$ cat config.mk
export PLATFORM = sky130hd
export DESIGN_NAME = codec_init_seq_flat
export DESIGN_NICKNAME = d
export VERILOG_FILES = /design/src/rtl/codec_init_seq_if.sv /design/src/rtl/codec_init_seq.sv /design/src/flat_wrapper.sv
export SDC_FILE = /design/constraint.sdc
export NUM_CORES = 1
export LEC_CHECK = 0
export CAP_MARGIN = 20
export CORE_AREA = 2 2 63 65
export CTS_BUF_LIST = sky130_fd_sc_hd__clkbuf_8
export DETAILED_ROUTE_END_ITERATION = 7
export DIE_AREA = 0 0 65 67
export GPL_TIMING_DRIVEN = 0
export PLACE_DENSITY = 0.88
export SETUP_SLACK_MARGIN = 0.02
export SLEW_MARGIN = 40
export SYNTH_ARGS = -nofsm -noshare
export SYNTH_HDL_FRONTEND = slang
export SYNTH_SLANG_ARGS = --single-unit
$ cat constraint.sdc
create_clock -name clk -period 1.88 [get_ports clk]
set_input_delay 0.188 -clock clk [delete_from_list [all_inputs] [get_ports clk]]
set_output_delay 0.188 -clock clk [all_outputs]
set_load 0.01 [all_outputs]
$ cat src/rtl/codec_init_seq_if.sv
// Handshake bundle between the codec init sequencer (master) and the I2C byte-write engine (slave).
interface codec_init_seq_if;
  logic       start;
  logic       busy;
  logic       done;
  logic       nack;
  logic [6:0] dev_addr;
  logic [7:0] byte0;
  logic [7:0] byte1;

  modport master (output start, dev_addr, byte0, byte1, input busy, done, nack);
  modport slave  (input start, dev_addr, byte0, byte1, output busy, done, nack);
endinterface

$ cat src/rtl/codec_init_seq.sv
// Power-up register write sequencer for a WM8731-style codec; retries NACKed writes, then flags done/error.
// Optional macro CODEC_INIT_VOL_EN: live headphone volume (entries 3/4) with re-write on change in DONE.
module codec_init_seq #(
  parameter logic [6:0] DEV_ADDR   = 7'h1A,
  parameter int         MAX_RETRY  = 3,
  parameter int         GAP_CYCLES = 500
) (
  input  logic             clk,
  input  logic             reset,
  input  logic             i_start,
`ifdef CODEC_INIT_VOL_EN
  input  logic [6:0]       i_hp_vol,
`endif
  codec_init_seq_if.master i2c,
  output logic [3:0]       o_index,
  output logic             o_busy,
  output logic             o_init_done,
  output logic             o_init_error
);
  localparam int          GW        = (GAP_CYCLES > 1) ? $clog2(GAP_CYCLES) : 1;
  localparam logic [GW-1:0] GAP_LAST = GW'(GAP_CYCLES - 1);
  localparam logic [2:0]  RETRY_MAX = 3'(MAX_RETRY);

  typedef enum logic [2:0] {S_IDLE, S_LOAD, S_ISSUE, S_WAIT, S_GAP, S_DONE, S_ERROR} state_t;

  state_t        r_state, w_state_next;
  logic [3:0]    r_index, w_index_next;
  logic [2:0]    r_retry, w_retry_next;
  logic          r_retry_pend, w_retry_pend_next;
  logic          r_restart, w_restart_next;
  logic [GW-1:0] r_gap, w_gap_next;
  logic [7:0]    r_byte0, w_byte0_next;
  logic [7:0]    r_byte1, w_byte1_next;
  logic          r_done, w_done_next;
  logic          r_error, w_error_next;
  logic [6:0]    r_dev_addr;
  logic [15:0]   w_entry;
  logic [3:0]    w_last_idx;
  logic          w_issue;
  logic          w_go_restart;
  logic          w_active;
`ifdef CODEC_INIT_VOL_EN
  logic [6:0]    r_vol, w_vol_next;
  logic          r_vol_upd, w_vol_upd_next;
`endif

  // {reg_addr[6:0], data[8:0]}
  function automatic logic [15:0] table_entry(input logic [3:0] idx);
    case (idx)
      4'd0:    table_entry = {7'd15, 9'h000};
      4'd1:    table_entry = {7'd0,  9'h017};
      4'd2:    table_entry = {7'd1,  9'h017};
      4'd3:    table_entry = {7'd2,  9'h079};
      4'd4:    table_entry = {7'd3,  9'h079};
      4'd5:    table_entry = {7'd4,  9'h012};
      4'd6:    table_entry = {7'd5,  9'h000};
      4'd7:    table_entry = {7'd6,  9'h000};
      4'd8:    table_entry = {7'd7,  9'h002};
      4'd9:    table_entry = {7'd9,  9'h001};
      default: table_entry = 16'h0000;
    endcase
  endfunction

  always_comb begin
    w_entry    = table_entry(r_index);
    w_last_idx = 4'd9;
`ifdef CODEC_INIT_VOL_EN
    if (r_index == 4'd3)      w_entry = {7'd2, 2'b01, i_hp_vol};
    else if (r_index == 4'd4) w_entry = {7'd3, 2'b01, r_vol};
    if (r_vol_upd) w_last_idx = 4'd4;
`endif
  end

  assign w_active = (r_state == S_LOAD) || (r_state == S_ISSUE) ||
                    (r_state == S_WAIT) || (r_state == S_GAP);

  always_comb begin
    w_state_next      = r_state;
    w_index_next      = r_index;
    w_retry_next      = r_retry;
    w_retry_pend_next = r_retry_pend;
    w_restart_next    = r_restart;
    w_gap_next        = r_gap;
    w_byte0_next      = r_byte0;
    w_byte1_next      = r_byte1;
    w_done_next       = r_done;
    w_error_next      = r_error;
    w_issue           = 1'b0;
    w_go_restart      = 1'b0;
`ifdef CODEC_INIT_VOL_EN
    w_vol_next        = r_vol;
    w_vol_upd_next    = r_vol_upd;
`endif
    // A start while active is held until no transaction is in flight.
    if (i_start && w_active) w_restart_next = 1'b1;

    case (r_state)
      S_IDLE, S_DONE, S_ERROR: begin
        if (i_start || r_restart) w_go_restart = 1'b1;
`ifdef CODEC_INIT_VOL_EN
        else if (r_state == S_DONE && i_hp_vol != r_vol) begin
          w_vol_upd_next = 1'b1;
          w_index_next   = 4'd3;
          w_state_next   = S_LOAD;
        end
`endif
      end
      S_LOAD: begin
        w_byte0_next = {w_entry[15:9], w_entry[8]};
        w_byte1_next = w_entry[7:0];
`ifdef CODEC_INIT_VOL_EN
        if (r_index == 4'd3) w_vol_next = i_hp_vol;
`endif
        w_state_next = S_ISSUE;
      end
      S_ISSUE: begin
        if (r_restart) w_go_restart = 1'b1;
        else if (!i2c.busy) begin
          w_issue      = 1'b1;
          w_state_next = S_WAIT;
        end
      end
      S_WAIT: begin
        if (i2c.done) begin
          w_gap_next = '0;
          if (r_restart || !i2c.nack) begin
            w_retry_next = 3'd0;
            w_state_next = S_GAP;
          end else if (r_retry < RETRY_MAX) begin
            w_retry_next      = r_retry + 3'd1;
            w_retry_pend_next = 1'b1;
            w_state_next      = S_GAP;
          end else begin
            w_error_next = 1'b1;
            w_done_next  = 1'b0;
            w_state_next = S_ERROR;
`ifdef CODEC_INIT_VOL_EN
            w_vol_upd_next = 1'b0;
`endif
          end
        end
      end
      S_GAP: begin
        if (r_gap == GAP_LAST) begin
          w_gap_next = '0;
          if (r_restart) w_go_restart = 1'b1;
          else if (r_retry_pend) begin
            w_retry_pend_next = 1'b0;
            w_state_next      = S_ISSUE;
          end else if (r_index == w_last_idx) begin
            w_done_next  = 1'b1;
            w_state_next = S_DONE;
`ifdef CODEC_INIT_VOL_EN
            w_vol_upd_next = 1'b0;
`endif
          end else begin
            w_index_next = r_index + 4'd1;
            w_state_next = S_LOAD;
          end
        end else begin
          w_gap_next = r_gap + 1'b1;
        end
      end
      default: w_state_next = S_IDLE;
    endcase

    if (w_go_restart) begin
      w_state_next      = S_LOAD;
      w_index_next      = 4'd0;
      w_retry_next      = 3'd0;
      w_retry_pend_next = 1'b0;
      w_restart_next    = 1'b0;
      w_gap_next        = '0;
      w_done_next       = 1'b0;
      w_error_next      = 1'b0;
`ifdef CODEC_INIT_VOL_EN
      w_vol_upd_next    = 1'b0;
`endif
    end
  end

  always_ff @(posedge clk) begin
    if (!reset) begin
      r_state      <= S_IDLE;
      r_index      <= 4'd0;
      r_retry      <= 3'd0;
      r_retry_pend <= 1'b0;
      r_restart    <= 1'b0;
      r_gap        <= '0;
      r_byte0      <= 8'h00;
      r_byte1      <= 8'h00;
      r_done       <= 1'b0;
      r_error      <= 1'b0;
      r_dev_addr   <= 7'h00;
`ifdef CODEC_INIT_VOL_EN
      r_vol        <= 7'h00;
      r_vol_upd    <= 1'b0;
`endif
    end else begin
      r_state      <= w_state_next;
      r_index      <= w_index_next;
      r_retry      <= w_retry_next;
      r_retry_pend <= w_retry_pend_next;
      r_restart    <= w_restart_next;
      r_gap        <= w_gap_next;
      r_byte0      <= w_byte0_next;
      r_byte1      <= w_byte1_next;
      r_done       <= w_done_next;
      r_error      <= w_error_next;
      r_dev_addr   <= DEV_ADDR;
`ifdef CODEC_INIT_VOL_EN
      r_vol        <= w_vol_next;
      r_vol_upd    <= w_vol_upd_next;
`endif
    end
  end

  assign i2c.start    = w_issue;
  assign i2c.dev_addr = r_dev_addr;
  assign i2c.byte0    = r_byte0;
  assign i2c.byte1    = r_byte1;
  assign o_index      = r_index;
  assign o_busy       = w_active;
  assign o_init_done  = r_done;
  assign o_init_error = r_error;
endmodule

$ cat src/flat_wrapper.sv
// flat-port wrapper written by rule: the top's interface ports become plain ports
module codec_init_seq_flat 
#(
  parameter logic [6:0] DEV_ADDR   = 7'h1A,
  parameter int         MAX_RETRY  = 3,
  parameter int         GAP_CYCLES = 500
)
  (clk, reset, i_start, o_index, o_busy, o_init_done, o_init_error, i2c_start, i2c_dev_addr, i2c_byte0, i2c_byte1, i2c_busy, i2c_done, i2c_nack);
  codec_init_seq_if i2c_i ();
  input  logic clk;
  input  logic reset;
  input  logic i_start;
  output logic [3:0] o_index;
  output logic o_busy;
  output logic o_init_done;
  output logic o_init_error;
  output wire logic [$bits(i2c_i.start)-1:0] i2c_start;
  output wire logic [$bits(i2c_i.dev_addr)-1:0] i2c_dev_addr;
  output wire logic [$bits(i2c_i.byte0)-1:0] i2c_byte0;
  output wire logic [$bits(i2c_i.byte1)-1:0] i2c_byte1;
  input wire logic [$bits(i2c_i.busy)-1:0] i2c_busy;
  input wire logic [$bits(i2c_i.done)-1:0] i2c_done;
  input wire logic [$bits(i2c_i.nack)-1:0] i2c_nack;
  assign i2c_start = i2c_i.start;
  assign i2c_dev_addr = i2c_i.dev_addr;
  assign i2c_byte0 = i2c_i.byte0;
  assign i2c_byte1 = i2c_i.byte1;
  assign i2c_i.busy = i2c_busy;
  assign i2c_i.done = i2c_done;
  assign i2c_i.nack = i2c_nack;
  codec_init_seq #(.DEV_ADDR(DEV_ADDR), .MAX_RETRY(MAX_RETRY), .GAP_CYCLES(GAP_CYCLES)) u_core (.clk(clk), .reset(reset), .i_start(i_start), .i2c(i2c_i), .o_index(o_index), .o_busy(o_busy), .o_init_done(o_init_done), .o_init_error(o_init_error));
endmodule
==> results.json, run 1 <==
{
  "outcome": "complete, no violations",
  "drive_gt1_share_pct": 16.4,
  "synth_edf_count": 0,
  "synthArstFlopShare_pct": 0,
  "critical_path.startpoint_type": "flip-flop",
  "reg2reg_from": "u_core.r_gap[0]",
  "switching_power_uw": 412,
  "seq_area_frac_synth_pct": 35.1,
  "rsz0062_at_grt": "true",
  "fillers": 291,
  "worst_pin_slew_ns": 0.582,
  "reg2reg_slack_ns": 0.10,
  "layout_commonest_cell": "dfxtp_1",
  "finalPower_uw": 1580,
  "grtUsageTotal_pct": 22.3,
  "synthFlopType": "dfxtp_1",
  "fmax_mhz": 559,
  "h-tree-depth": 2,
  "cts_tree": "yes",
  "p_leak_uw": 0.000920,
  "grt_pass1_wl_um": 7430,
  "cp-end-kind": "primary output",
  "vias": 1794,
  "syn_to_final_growth_pct": 29.4,
  "hold_path.class": "in2reg",
  "ys_top_cells_by_area": "dfxtp_1 35%, a21oi_1 5.8%, buf_4 5.6%",
  "holdPathStages": 1,
  "first_pass_iters": 4,
  "numPortBuffers": 27,
  "worst-path-max-fanout": 10,
  "critical_path.cell_chain": "buf_4 > clkbuf_4 > nor4_4 > and2_1 > dlygate4sd2_1",
  "pwr-share-clk_pct": 37.9,
  "whs_endpoint": "u_core.i2c.dev_addr[3]",
  "drtIter0Drc": 160,
  "dp.cells": 314,
  "overflow": 0,
  "finalSetupViolations": 0,
  "period_share_pct": 95.2,
  "synth.top_cell.area_share_pct": 35.1,
  "num_io_pins": 37,
  "fin_crit_ns": 1.79,
  "ys_warn_count": 0,
  "start_util_pct": 52.3,
  "yosys.area.top_type": "dfxtp_1",
  "netlist_instances": 231,
  "required_ns": 1.69,
  "maxSlewHeadroom_pct": 61.0,
  "grt_max_degree": 11,
  "finClkSkew_ns": 0.00408,
  "r2r_cells": 8,
  "layout_common_cells": "32 x dfxtp_1, 25 x clkdlybuf4s50_1, 23 x nor2_1",
  "wl_per_cell_um": 14.2,
  "postRouteAntennaNets": 0,
  "clock_latency_ns": 0.29,
  "synth_area_per_cell_sq_um": 8.16,
  "combPwrFrac_pct": 15.0,
  "crit_path_max_incr_delay_ns": 0.31,
  "cts-buffers-inserted": 5,
  "syn-cell-area_sq_um": 1880,
  "critPathKind": "reg2out",
  "p_int_uw": 1170,
  "via_per_inst": 5.55,
  "clk_pin_slew_ns": 0.07,
  "synth_seq_cells": 33,
  "antenna_cells": 0,
  "min_from": "reset",
  "fin_cells": 323,
  "routed_wirelength_um": 4600,
  "rows": 22,
  "maxCapViolCount": 0,
  "cts-hold-fix-buffers": 0,
  "dieWidth_um": 65,
  "dieArea_sq_um": 4360,
  "nets": 285,
  "die_h_um": 67,
  "rr_endpoint": "u_core.o_index[1]",
  "seq_power_share_pct": 47.0,
  "antenna_found_initial": 0,
  "maxSlewViolCount": 0,
  "clkSinkCount": 33,
  "cts_root_buf": "clkbuf_8",
  "drc": 0,
  "grt_pass1_vias": 1594,
  "cp_slowest_cell": "dfxtp_1",
  "finalHoldViolCount": 0,
  "switching_share_pct": 26.1,
  "synth.distinct_cells": 46,
  "p_per_area_nw_per_um2": 647,
  "core_sq_um": 3610,
  "arrival_ns": 1.60,
  "dp.final_hpwl_um": 3070,
  "place.gp.congestion": 0.888,
  "clockBufferDepth": 2,
  "max-vdd-ir-drop_uv": 372
}
## worst max-delay path, delay by kind of cell, from the launching register on
kind                   cells  cell delay [ns]
flip-flops                 1             0.31
AND/OR/NAND/NOR            2             0.39
buffers and inverters      3             0.62
## repair_timing
item,CTS,global route
setup buffers,1,1
setup endpoints to repair,23,23
resized for setup,13,14
pin swaps,0,1
cloned,0,0
## worst max path at each step
stage | from | to | slack [ns]
2_1_floorplan | u_core.o_index[1] | u_core.o_index[0] | 0.27
3_3_place_gp | u_core.r_gap[0] | u_core.r_retry_pend | -0.05
3_5_place_dp | u_core.r_gap[0] | u_core.r_retry_pend | -0.07
4_1_cts | u_core.o_index[1] | u_core.o_index[0] | 0.06
5_1_grt | u_core.r_gap[0] | u_core.o_index[1] | -0.02
6_report | u_core.r_state[2] | i2c_start | 0.09
## flip-flops by register name, summed over array words and instances, names as in the netlist
register and cells:
u_core.r_gap 9, u_core.i2c.byte1 5, u_core.i2c.byte0 4, u_core.o_index 4
u_core.r_retry 3, u_core.r_state 3, u_core.i2c.dev_addr 1, u_core.o_init_done 1
u_core.o_init_error 1, u_core.r_restart 1, u_core.r_retry_pend 1
## cell type report
type | count | area [sq um] | area share [%]
well taps | 48 | 60.1 | 2.46
multi-input cells | 175 | 1130 | 46.5
repair buffers | 29 | 283 | 11.6
plain buffers | 26 | 184 | 7.54
clock buffers | 7 | 96.3 | 3.95
inverters | 4 | 15.0 | 0.616
flip-flops and latches | 33 | 662 | 27.1
clock inverters | 1 | 5.00 | 0.205
## synth_stat cells, drive strengths merged, types with 3 or more instances
| cell type | number |
|---|---|
| nand2b | 3 |
| inv | 4 |
| or3 | 3 |
| a21oi | 22 |
| a311oi | 8 |
| nor2 | 25 |
| nand3 | 10 |
| nor2b | 4 |
| nand2 | 14 |
| ha | 5 |
| o211ai | 3 |
| nor3 | 9 |
| clkbuf | 8 |
| nand3b | 3 |
| nand4b | 4 |
| and3 | 4 |
| dfxtp | 33 |
| mux2i | 5 |
| a31oi | 3 |
| buf | 19 |
| nor3b | 3 |
| o211a | 3 |
| o21ai | 10 |
## power groups by stage
stage / Combinational (uW) / Clock, uW / Sequential [uW]
after floorplan: 135 / 0 / 756
after global placement: 222 / 0 / 749
after detailed placement: 226 / 0 / 750
after CTS: 229 / 604 / 737
after global routing: 258 / 636 / 745
final: 237 / 599 / 742
## metrics by stage
step / setup TNS, ns / hold WS, ns / utilization (%) / worst slack, ns / instance area [sq um]
after global routing: -0.0664 / 0.420 / 67.6 / -0.0216 / 2440
final: 0 / 0.407 / 67.6 / 0.0903 / 2440
after detailed placement: -1.26 / 0.465 / 62.2 / -0.0736 / 2240
after global placement: -0.780 / 0.451 / 62.2 / -0.0511 / 2240
after floorplan: 0 / 0.216 / - / 0.266 / 1910
after CTS: 0 / 0.403 / 66.2 / 0.0644 / 2390
## cell families (layout without fill, tap and decap cells)
group | count (synthesis) | count (layout) | share of synthesized area [%]
AOI/OAI and AO/OA | 61 | 61 | 21.1
DFF | 33 | 33 | 35.1
buffers and inverters | 31 | 67 | 9.63
muxes | 5 | 5 | 2.66
other | 1 | 9 | 0.199
and+or+nand+nor | 91 | 91 | 26.2
adders and majority gates | 5 | 5 | 3.32
xor gates and xnor gates | 4 | 4 | 1.86
## per-layer routing
metal	vias up	track usage [%]	share of wire, %
met4	0	12.0	1.6
met1	823	29.9	45
met5	-	0	0
met3	8	4.05	5.6
met2	59	33.9	48
li1	904	-	-
(Power assumes the default switching activity.)
==> run 2: changes to the inputs <==
==> constraint.sdc (replaced) <==
create_clock -name clk -period 1.88 [get_ports clk]
set_input_delay 0.188 -clock clk [delete_from_list [all_inputs] [get_ports clk]]
set_output_delay 0.188 -clock clk [all_outputs]
set_load 0.05 [all_outputs]
==> run 2 against run 1 <==
Largest cell class unchanged. Clock skew rose by 0.0051 ns. Highest routed layer unchanged. Clock power fell by 7.3%. Critical endpoint is now u_core.r_gap[3]. Worst setup slack got worse by 0.078 ns. Design area rose by 0.31%. Wire length rose by 2.9%. Critical path type is now reg2reg. Critical path depth rose by 3. Sequential share of layout area barely moved. Clock-buffer cell count fell by 1. Die area did not move. First-iteration DRC count rose by 21%. Worst hold slack improved by 0.029 ns.
==> results.json, run 2 (synthesized netlist as in run 1, its figures left out) <==
{
  "wl_per_cell_um": 14.7,
  "maxCapViolCount": 0,
  "worst-path-max-fanout": 10,
  "antenna_found_initial": 0,
  "reg2reg_from": "u_core.r_gap[0]",
  "finalSetupViolations": 0,
  "period_share_pct": 99.4,
  "nets": 286,
  "grt_pass1_vias": 1553,
  "clkSinkCount": 33,
  "required_ns": 2.06,
  "rsz0062_at_grt": "true",
  "critPathKind": "reg2reg",
  "fmax_mhz": 535,
  "via_per_inst": 5.69,
  "rows": 22,
  "critical_path.cell_chain": "ha_1 > nand4b_1 > buf_4 > nor2_4 > a32oi_2 > nand2_2 > buf_4 > a311oi_1",
  "min_from": "reset",
  "syn_to_final_growth_pct": 29.8,
  "layout_commonest_cell": "dfxtp_1",
  "critical_path.startpoint_type": "flip-flop",
  "finalPower_uw": 1640,
  "cp-end-kind": "flip-flop",
  "drive_gt1_share_pct": 18.9,
  "cts_root_buf": "clkbuf_8",
  "outcome": "complete, no violations",
  "cp_slowest_cell": "dfxtp_1",
  "largest-register": "u_core.r_gap",
  "hold_path.class": "in2reg",
  "cpMostUsedCell": "buf_4",
  "layout_common_cells": "31 x dfxtp_1, 25 x clkdlybuf4s50_1, 23 x nor2_1",
  "cts-buffers-inserted": 5,
  "numPortBuffers": 27,
  "drtIter0Drc": 193,
  "core_sq_um": 3610,
  "maxSlewViolCount": 0,
  "postRouteAntennaNets": 0,
  "routed_wirelength_um": 4730,
  "largest_reg_flops": 9,
  "finClkSkew_ns": 0.00921,
  "cts-hold-fix-buffers": 0,
  "hold_slack_ns": 0.436,
  "first_pass_iters": 4,
  "clockBufferDepth": 2,
  "antenna_cells": 0,
  "fin_crit_ns": 1.87,
  "dieArea_sq_um": 4360,
  "worst-path-buf-inv": 2,
  "start_util_pct": 52.3,
  "clk_pin_slew_ns": 0.07,
  "h-tree-depth": 2,
  "startpoint": "u_core.r_gap[0]",
  "crit_family": "compound AO/OA/AOI/OAI gates",
  "dp.final_hpwl_um": 3150,
  "overflow": 0,
  "vias": 1839,
  "maxSlewHeadroom_pct": 65.8,
  "p_leak_uw": 0.000917,
  "cts_tree": "yes",
  "die_h_um": 67,
  "clock_latency_ns": 0.29,
  "p_per_area_nw_per_um2": 670,
  "dieWidth_um": 65,
  "drc": 0,
  "grtUsageTotal_pct": 20.8,
  "grt_pass1_wl_um": 6960,
  "grt_max_degree": 11,
  "crit_path_max_incr_delay_ns": 0.34,
  "worst_pin_slew_ns": 0.511,
  "arrival_ns": 2.04,
  "finalHoldViolCount": 0,
  "place.gp.congestion": 0.917,
  "max-vdd-ir-drop_uv": 463,
  "num_io_pins": 37
}
[run 2: changes by cell type in the layout (fill, tap and decap cells not counted), sizes merged]
cell,change
buf,+2
clkinv,-1
clkinvlp,+1
dlygate4sd2,-2
[run 2: cell type report]
| type | count | area, sq um |
|---|---|---|
| Clock buffer | 6 | 82.6 |
| Fill cell | 299 | 1160 |
| Multi-Input combinational cell | 175 | 1160 |
| Timing Repair Buffer | 30 | 285 |
| Clock inverter | 1 | 7.51 |
| Sequential cell | 33 | 663 |
| Buffer | 26 | 173 |
| Tap cell | 48 | 60.1 |
| Inverter | 4 | 15.0 |
[run 2: final timing paths]
path | endpoint | slack [ns] | cells past startpoint
worst max-delay path | u_core.r_gap[3] | 0.01 | 8
worst min-delay path | u_core.i2c.dev_addr[3] | 0.44 | 1
worst max register to register | u_core.r_gap[3] | 0.01 | 8
worst min register to register | u_core.i2c.byte1[4] | 0.47 | 2
[run 2: worst register-to-register path, delay by kind of cell (launching register included)]
kind	cells	cell delay [ns]
compound gates	2	0.56
flops	1	0.34
buf+inv	2	0.34
simple gates	3	0.29
fa+ha+maj	1	0.24
[run 2: per-stage QoR]
step                      util, %  area [sq um]  setup slack [ns]  cells  setup TNS [ns]
after floorplan                 -          1920             0.166    239               0
after global placement       62.5          2250            -0.276    314           -1.48
after detailed placement     62.5          2250            -0.314    314           -1.90
after CTS                    65.7          2370            0.0203    322               0
after global routing         67.8          2450           -0.0846    323         -0.0887
final                        67.8          2450            0.0120    323               0
[run 2: repair_timing]
action                                  in CTS  in global routing
pin swaps                                    0                  1
endpoints found under the setup margin      23                 25
resized for setup                           14                 22
setup buffers                                1                  2
gates cloned                                 0                  0
[run 2: metal layers]
| layer | up-vias | routed length, um | GRT usage, % |
|---|---|---|---|
| li1 | 908 | - | - |
| met1 | 868 | 2070 | 26.4 |
| met2 | 54 | 2330 | 35.2 |
| met3 | 9 | 265 | 4.22 |
| met4 | 0 | 65 | 7.18 |
| met5 | - | 0 | 0 |
[run 2: power by group]
group          leakage, uW  switching (uW)  internal, uW
clock network    0.0000433             266           289
logic             0.000605             227           116
registers         0.000269            21.1           721
==> run 3: changes to the inputs <==
--- a/config.mk
+++ b/config.mk
@@ -11,7 +11,7 @@
 export DETAILED_ROUTE_END_ITERATION = 7
 export DIE_AREA = 0 0 65 67
 export GPL_TIMING_DRIVEN = 0
-export PLACE_DENSITY = 0.88
+export PLACE_DENSITY = 0.9
 export SETUP_SLACK_MARGIN = 0.02
 export SLEW_MARGIN = 40
 export SYNTH_ARGS = -nofsm -noshare
==> run 3 against run 2 <==
First-iteration DRC count grew 9.3%. Register-to-register slack gained 0.09 ns. Worst hold slack lost 0.036 ns. Die area did not move. Critical path depth fell by 7. Clock-buffer cell count is 1 lower. Critical endpoint is now o_index[3]. Largest cell class unchanged.
==> results.json, run 3 (synthesized netlist as in run 1, its figures left out) <==
{
  "p_per_area_nw_per_um2": 652,
  "worst_pin_slew_ns": 0.510,
  "dp.cells": 314,
  "rsz0062_at_grt": "true",
  "overflow": 0,
  "maxCapViolCount": 0,
  "crit_family": "buffers and inverters",
  "die_h_um": 67,
  "fin_crit_ns": 1.79,
  "critPathKind": "reg2out",
  "finalSetupViolations": 0,
  "clk_pin_slew_ns": 0.07,
  "first_pass_iters": 4,
  "finalHoldViolCount": 0,
  "cts_root_buf": "clkbuf_8",
  "antenna_cells": 0,
  "clkSinkCount": 33,
  "antenna_found_initial": 0,
  "dp.final_hpwl_um": 3130,
  "required_ns": 1.69,
  "maxSlewViolCount": 0,
  "arrival_ns": 1.60,
  "start_util_pct": 52.3,
  "drc": 0,
  "cts_tree": "yes",
  "fillers": 288,
  "finClkSkew_ns": 0.00760,
  "num_io_pins": 37,
  "fin_cells": 326,
  "cp-end-kind": "primary output",
  "stdcell_area_sq_um": 2420,
  "largest_reg_flops": 9,
  "crit_path_max_incr_delay_ns": 0.85,
  "via_per_inst": 5.65,
  "max-vdd-ir-drop_uv": 485,
  "outcome": "complete, no violations",
  "multi_input_area_sq_um": 1130,
  "place.gp.congestion": 0.886,
  "critical_path.cell_chain": "clkdlybuf4s50_1",
  "layout_commonest_cell": "dfxtp_1",
  "postRouteAntennaNets": 0,
  "r2r_cells": 6,
  "maxSlewHeadroom_pct": 65.9,
  "wl_per_cell_um": 14.4,
  "hold_path.class": "in2reg",
  "largest-register": "u_core.r_gap",
  "cts-buffers-inserted": 5,
  "clock_latency_ns": 0.29,
  "h-tree-depth": 2,
  "fmax_mhz": 558,
  "grtUsageTotal_pct": 21.6,
  "layout_common_cells": "31 x dfxtp_1, 25 x clkdlybuf4s50_1, 24 x nor2_1",
  "drtIter0Drc": 211,
  "dpl_cell_area_sq_um": 2250,
  "grt_use_met1_pct": 28.2,
  "dieWidth_um": 65,
  "grt_pass1_wl_um": 7240,
  "dieArea_sq_um": 4360,
  "routed_wirelength_um": 4700,
  "syn_to_final_growth_pct": 28.2,
  "critical_path.startpoint_type": "flip-flop",
  "grt.busiest_layer": "met2",
  "core_sq_um": 3610,
  "seq_area_sq_um": 663,
  "drive_gt1_share_pct": 16.5,
  "grtUsageMet2_pct": 33.9,
  "cts-hold-fix-buffers": 0,
  "vias": 1842,
  "cp.depth": 1,
  "grt_max_degree": 11,
  "nets": 288,
  "grt_pass1_vias": 1607,
  "clockBufferDepth": 2,
  "numPortBuffers": 27,
  "rows": 22,
  "holdPathStages": 1,
  "worst-path-buf-inv": 1,
  "period_share_pct": 95.3,
  "p_leak_uw": 0.000928,
  "grtUsageMet3_pct": 6.08,
  "worst-path-max-fanout": 6,
  "cp_slowest_cell": "clkdlybuf4s50_1"
}
==> run 3: area by class of cell <==
| class | count | area share (%) |
|---|---|---|
| flip-flops and latches | 33 | 27.4 |
| inverters | 4 | 0.621 |
| plain buffers | 27 | 7.20 |
| repair buffers | 31 | 12.1 |
| well taps | 48 | 2.49 |
| clock buffers | 5 | 2.85 |
| multi-input cells | 175 | 46.8 |
| clock inverters | 3 | 0.466 |
==> run 3: repair_timing <==
| action | CTS | global route |
|---|---|---|
| pin swaps | 0 | 2 |
| setup endpoints to repair | 23 | 27 |
| setup buffers | 0 | 4 |
| resized for setup | 13 | 16 |
==> run 3: path summary, 6_finish.rpt <==
kind                                          endpoint                 from  slack, ns
worst max-delay path                        o_index[3]    u_core.o_index[3]       0.09
worst min-delay path            u_core.i2c.dev_addr[3]                reset       0.40
worst max register to register     u_core.i2c.byte1[2]    u_core.r_state[0]       0.10
worst min register to register     u_core.i2c.byte1[4]  u_core.i2c.byte1[4]       0.46
==> run 3: metrics by stage <==
| step | hold slack [ns] | setup TNS, ns | setup slack, ns | total power [uW] | util (%) |
|---|---|---|---|---|---|
| after floorplan | 0.216 | 0 | 0.166 | 992 | - |
| after global placement | 0.451 | -1.61 | -0.276 | 1070 | 62.5 |
| after detailed placement | 0.457 | -2.96 | -0.303 | 1080 | 62.5 |
| after CTS | 0.404 | 0 | 0.0178 | 1560 | 65.1 |
| after global routing | 0.399 | -0.00205 | -0.00205 | 1630 | 67.0 |
| final | 0.400 | 0 | 0.0889 | 1580 | 67.0 |
==> run 3: routing by layer <==
layer	vias to the layer above	share of wire (%)
li1	906	-
met1	860	44
met2	67	48
met3	9	6.1
met4	0	1.5
met5	-	0
==> run 3: power by group <==
group | leakage [uW] | internal, uW | switching, uW
clock | 0.0000519 | 246 | 245
combinational | 0.000607 | 115 | 230
sequential | 0.000269 | 721 | 17.9
